===== src/rtl/factorial_result_reader.sv =====
// Factorial result reader: snapshots the engine result when op_done rises, streams it
// LSW-first as WORD_W words over valid/ready, then pulses irq and optionally op_clear.
module factorial_result_reader #(
    parameter int unsigned RESULT_W = 128,
    parameter int unsigned WORD_W   = 32,
    localparam int unsigned NUM_WORDS = RESULT_W / WORD_W,
    localparam int unsigned IDX_W     = (NUM_WORDS > 1) ? $clog2(NUM_WORDS) : 1
) (
    input  logic                clk,
    input  logic                reset,
    input  logic                op_done,
    input  logic [RESULT_W-1:0] result,
    input  logic                auto_clear,
    input  logic                rd_ready,
    output logic                rd_valid,
    output logic [WORD_W-1:0]   rd_data,
    output logic [IDX_W-1:0]    rd_index,
    output logic                rd_last,
    output logic                op_clear,
    output logic                irq,
    output logic                busy,
    output logic                missed
);

    typedef enum logic [1:0] {StIdle, StSend, StDone} state_e;

    localparam logic [IDX_W-1:0] LastIdx = IDX_W'(NUM_WORDS - 1);

    state_e              state_q, state_d;
    logic [RESULT_W-1:0] buffer_q, buffer_d;
    logic [IDX_W-1:0]    idx_q, idx_d;
    logic                done_q;
    logic                missed_q, missed_d;
    logic                rise;

    assign rise = op_done & ~done_q;

    // State, buffer, index, edge-detect and sticky-miss registers.
    always_ff @(posedge clk) begin
        if (reset) begin
            state_q  <= StIdle;
            buffer_q <= '0;
            idx_q    <= '0;
            done_q   <= 1'b0;
            missed_q <= 1'b0;
        end else begin
            state_q  <= state_d;
            buffer_q <= buffer_d;
            idx_q    <= idx_d;
            done_q   <= op_done;
            missed_q <= missed_d;
        end
    end

    // Next-state logic; the buffer only loads on a rise seen in idle so it stays frozen
    // for the whole transfer.
    always_comb begin
        state_d  = state_q;
        buffer_d = buffer_q;
        idx_d    = idx_q;
        missed_d = missed_q;
        unique case (state_q)
            StIdle: begin
                if (rise) begin
                    buffer_d = result;
                    idx_d    = '0;
                    state_d  = StSend;
                end
            end
            StSend: begin
                if (rise) missed_d = 1'b1;
                if (rd_ready) begin
                    if (idx_q == LastIdx) begin
                        state_d = StDone;
                    end else begin
                        idx_d = idx_q + 1'b1;
                    end
                end
            end
            StDone: begin
                if (rise) missed_d = 1'b1;
                state_d = StIdle;
            end
            default: state_d = StIdle;
        endcase
    end

    // Outputs decoded from state and registers only; rd_ready never reaches rd_valid.
    always_comb begin
        rd_valid = (state_q == StSend);
        rd_data  = buffer_q[idx_q*WORD_W +: WORD_W];
        rd_index = idx_q;
        rd_last  = rd_valid && (idx_q == LastIdx);
        irq      = (state_q == StDone);
        op_clear = (state_q == StDone) && auto_clear;
        busy     = (state_q != StIdle);
        missed   = missed_q;
    end

endmodule


===== config.mk =====
export PLATFORM = sky130hd
export DESIGN_NAME = factorial_result_reader
export DESIGN_NICKNAME = d
export VERILOG_FILES = /design/src/rtl/factorial_result_reader.sv
export SDC_FILE = /design/constraint.sdc
export NUM_CORES = 1
export LEC_CHECK = 0
export CORE_MARGIN = 2
export CORE_UTILIZATION = 30
export CTS_CLUSTER_DIAMETER = 200
export DETAILED_ROUTE_END_ITERATION = 16
export GPL_ROUTABILITY_DRIVEN = 0
export GPL_TIMING_DRIVEN = 0
export SLEW_MARGIN = 20
export SYNTH_ARGS = -nofsm -noshare
export SYNTH_HDL_FRONTEND = slang
export SYNTH_SLANG_ARGS = --single-unit

===== constraint.sdc =====
create_clock -name clk -period 1.67 [get_ports clk]
set_clock_uncertainty 0.1 [all_clocks]
set_input_delay 0.167 -clock clk [delete_from_list [all_inputs] [get_ports clk]]
set_output_delay 0.167 -clock clk [all_outputs]
set_load 0.01 [all_outputs]

; ---- Word-level counts from Yosys, hierarchy flattened
; Index checks and enable logic that the tools add are counted.
[word_totals]
memories = 0
latchBits = 0
word_cells = 34
reg_bits = 134
input_bits = 133
romBits = 0
ramBits = 0
out_inout_bits = 40
[classes]
bitwise_logic = 2
n_mul = 0
div = 0
n_mux = 8
add_sub_neg = 1
n_reduce_logical = 10
eq_ne = 7
magnitude_cmp = 0
shifts = 1
[ops]
columns = operator, count
row1 = $shiftx A128 B8 Y32, 1
row2 = $mux W2, 6
row3 = $pmux W2 S2, 2
row4 = $ne A2 B2 Y1 const B, 3
row5 = $eq A2 B2 Y1 const B, 2
row6 = $reduce_and A2 Y1, 2
row7 = $reduce_and A4 Y1, 1
row8 = $reduce_bool A2 Y1, 2
row9 = $reduce_and A3 Y1, 1
row10 = $add A2 B1 Y2 const B, 1
row11 = $eq A2 B1 Y1 const B, 1
row12 = $logic_and A1 B1 Y1, 2
row13 = $logic_not A2 Y1, 1
row14 = $ne A2 B1 Y1 const B, 1
row15 = $reduce_or A2 Y1, 1
row16 = $and A1 B1 Y1, 1
row17 = $not A1 Y1, 1

; ---- Longest topological paths before layout
[logic_depth]
ltp_word = 4
ltp_mapped = 7
mapped_depth_nobuf = 5

; ---- Worst setup path before layout
; OpenSTA, ideal clock, no wires.
[synth_path]
path_type = flip-flop to output port
from = register idx_q[0], in the netlist rd_index[0]
to = output rd_data[10]
arrival_ns = 1.335
t_required_ns = 1.403
stages_incl_launch_ff = 4
path_buffers = 2
setup_slack_ns = 0.068
cell_sequence = dfxtp_1 buf_4 buf_4 mux4_2
[synth_between]
elab_chain_cells = 1
[synth_lines]
columns = element, line
row1 = start: declaration, 31  ; logic [IDX_W-1:0] idx_q, idx_d;
row2 = start signal: assignment, 49  ; idx_q <= idx_d;
row3 = $shiftx A128 B8 Y32, 91  ; rd_data = buffer_q[idx_q*WORD_W +: WORD_W];
row4 = end: declaration, 16  ; output logic [WORD_W-1:0] rd_data,
; No other way between the ends.

; ---- Worst setup path in the final report
[layout_path]
from = register idx_q[0], in the netlist rd_index[0]
to = output rd_data[17]
; The elaborated chain is that of the path after synthesis.

==> results.json <==
{
  "grt_pass1_wl_um": 28400,
  "synth-edff-count": 0,
  "relSlewSlack_pct": 54.9,
  "cts_made_buffers": 17,
  "maxCapViolations": 0,
  "routedWlPerCell_um": 17.1,
  "hp-start": "result[108]",
  "hold_ws_ns": 0.178,
  "status": "finished, violations left",
  "cts_max_level": 4,
  "pre_cts_slack_ns": -0.534,
  "r2r_slack_ns": 0.05,
  "ys_seq_area_share_pct": 47.7,
  "drt_wl_total_um": 18700,
  "fin_ws_ns": -0.418,
  "cts.reportedPaths.clkPinSlew_ns": 0.06,
  "rows": 50,
  "endpoint_kind": "primary output",
  "holdBufCountCts": 0,
  "die_w_um": 141,
  "rsz0062_at_grt": "yes",
  "dieArea_um2": 19800,
  "initial_core_util_pct": 30.4,
  "worstPathArrival_ns": 1.82,
  "min_path_type": "in -> reg",
  "die_y_um": 141,
  "synthFlopType": "dfxtp_1",
  "syn_area_per_cell_um2": 8.84,
  "critPathKind": "reg -> out",
  "pin_count": 173,
  "synth_most_common_cell": "nand2_1",
  "hold_viol": 0,
  "critPathLaunchType": "flip-flop",
  "finalSetupTns_ns": -11.85,
  "post-route-drc-count": 0,
  "netlist_instances": 636,
  "synthArstFlopShare_pct": 0,
  "multi_input_area_um2": 2620,
  "cts-root-buf": "clkbuf_16",
  "grt_usage_pct": 18.9,
  "leakagePower_nw": 3.31,
  "ys_seq_elements": 134,
  "power.total_mw": 11.8,
  "power_density_nw_per_um2": 1350,
  "yosys_warnings": 0,
  "ctsLongestPathBuffers": 2,
  "r2r_start": "state_q[0]",
  "synthTopCellsByCount": "nand2_1, dfxtp_1, a21oi_1, mux4_2, buf_2",
  "crit_start": "rd_index[0]",
  "setup_viol": 32,
  "coreArea_um2": 18500,
  "clk_latency_ns": 0.43,
  "ant_nets": 0,
  "synth_area_um2": 5620,
  "period_share_pct": 125,
  "drv_slew": 0,
  "grt_overflow": 0,
  "cpMaxStageDelayCell": "mux4_2",
  "layout-drive-gt1-share_pct": 19.3,
  "min_period_ns": 2.09,
  "routed_via_density": 4.70,
  "dr.pass1.iters": 4,
  "cp_max_fo": 6,
  "synth_top_area_cell": "dfxtp_1",
  "path_delay_family": "buffers and inverters",
  "hpwl_um": 12800,
  "drt_iter0_drc": 202,
  "finalNetCount": 984,
  "cpMostUsedCell": "buf_12",
  "nFillCells": 1809,
  "final_util_pct": 47.5,
  "vdd_drop_max_v": 0.000795,
  "seq_area_um2": 2690,
  "areaGrowthSynthToFinish_pct": 56.4,
  "synth_cell_type_count": 23,
  "synth_top_area_share_pct": 47.7,
  "violations": "setup timing",
  "cpPeakStageDelay_ns": 0.51,
  "syn-num-nets": 774,
  "tightest_slew_ns": 0.677,
  "via_count": 5135,
  "worst-path-buf-inv": 4,
  "antenna_found_initial": 0,
  "grt_max_degree": 17,
  "clock_sinks": 134,
  "cts_tree": "done",
  "worstPathCellList": "buf_12 -> buf_12 -> buf_12 -> mux4_2 -> buf_6",
  "port_buffers": 172,
  "fmax_mhz": 479,
  "cp.required_ns": 1.40,
  "grt_pass1_vias": 5192,
  "diodes": 0,
  "synth_area_leaders": "dfxtp_1, nand2_1, mux4_2"
}
-- routing by layer --
layer | up-vias | GRT usage [%] | part of all wire, %
li1 | 2545 | - | -
met2 | 123 | 33.0 | 50
met1 | 2456 | 23.6 | 45
met5 | - | 0 | 0
met3 | 11 | 4.65 | 4.3
met4 | 0 | 4.89 | 0.86
-- worst register-to-register path: cells and delay by family, from the launching register on --
family / cells / cell delay, ns
fa+ha+maj: 1 / 0.16
simple gates: 2 / 0.24
flops: 1 / 0.36
compound gates: 1 / 0.06
buf+inv: 4 / 0.55
-- logic make-up (layout without fill, tap and decap cells) --
kind of cell | count (synthesis) | count (layout) | share of synthesized area [%]
DFF | 134 | 134 | 47.7
buffers and inverters | 56 | 279 | 6.48
and+or+nand+nor | 274 | 274 | 19.2
adders and majority gates | 5 | 5 | 1.11
muxes | 36 | 36 | 13.5
AOI/OAI and AO/OA | 131 | 131 | 11.9
-- flip-flops by register name, summed over array words and instances (netlist names) --
signal    flops
buffer_q    128
missed        1
state_q       2
rd_index      2
done_q        1
-- area by class of cell --
| class | count | area share [%] |
|---|---|---|
| inverter | 5 | 0.242 |
| clock inverter | 12 | 1.99 |
| tap | 234 | 3.33 |
| sequential | 134 | 30.6 |
| clock buffer | 20 | 5.20 |
| timing repair buffer | 191 | 22.9 |
| multi-input combinational | 446 | 29.8 |
| buffer | 51 | 5.89 |
-- path summary, 6_finish.rpt --
path	to	depth (start not counted)
max	rd_data[17]	5
min	buffer_q[108]	3
min reg2reg	buffer_q[25]	2
max reg2reg	buffer_q[23]	8
-- power by group --
| part | switching [mW] | internal, mW | total (mW) |
|---|---|---|---|
| Sequential | 0.241 | 3.66 | 3.90 |
| Combinational | 1.80 | 2.10 | 3.90 |
| Clock | 1.45 | 2.57 | 4.02 |
-- repair_timing --
item                                    4_1_cts  5_1_grt
cloned                                        3        3
endpoints found under the setup margin      159      160
pin swaps                                     0        1
setup buffers                                10        6
gates resized for setup                     201       63
-- through the flow --
step / area [um2] / instances
floorplan: 5620 / 636
global placement: 7630 / 1042
detailed placement: 7630 / 1042
CTS: 8550 / 1086
global route: 8790 / 1093
finish: 8790 / 1093
-- placed cells by master (no fill, tap or decap), types with 3 or more instances in the layout --
cell type | synthesis | routed
clkbuf_2 | 0 | 4
inv_1 | 5 | 3
buf_4 | 4 | 13
bufinv_16 | 0 | 4
clkinvlp_4 | 0 | 3
mux4_2 | 32 | 32
clkbuf_1 | 16 | 14
nand2b_1 | 8 | 8
mux2i_1 | 4 | 4
clkbuf_16 | 0 | 18
buf_6 | 9 | 48
clkdlybuf4s50_1 | 0 | 134
dfxtp_1 | 134 | 131
a21oi_1 | 128 | 128
buf_12 | 0 | 8
nand2_1 | 256 | 255
buf_8 | 0 | 13
dlygate4sd2_1 | 0 | 4
clkinv_2 | 0 | 3
No activity file was read; power rests on OpenSTA's default activity.
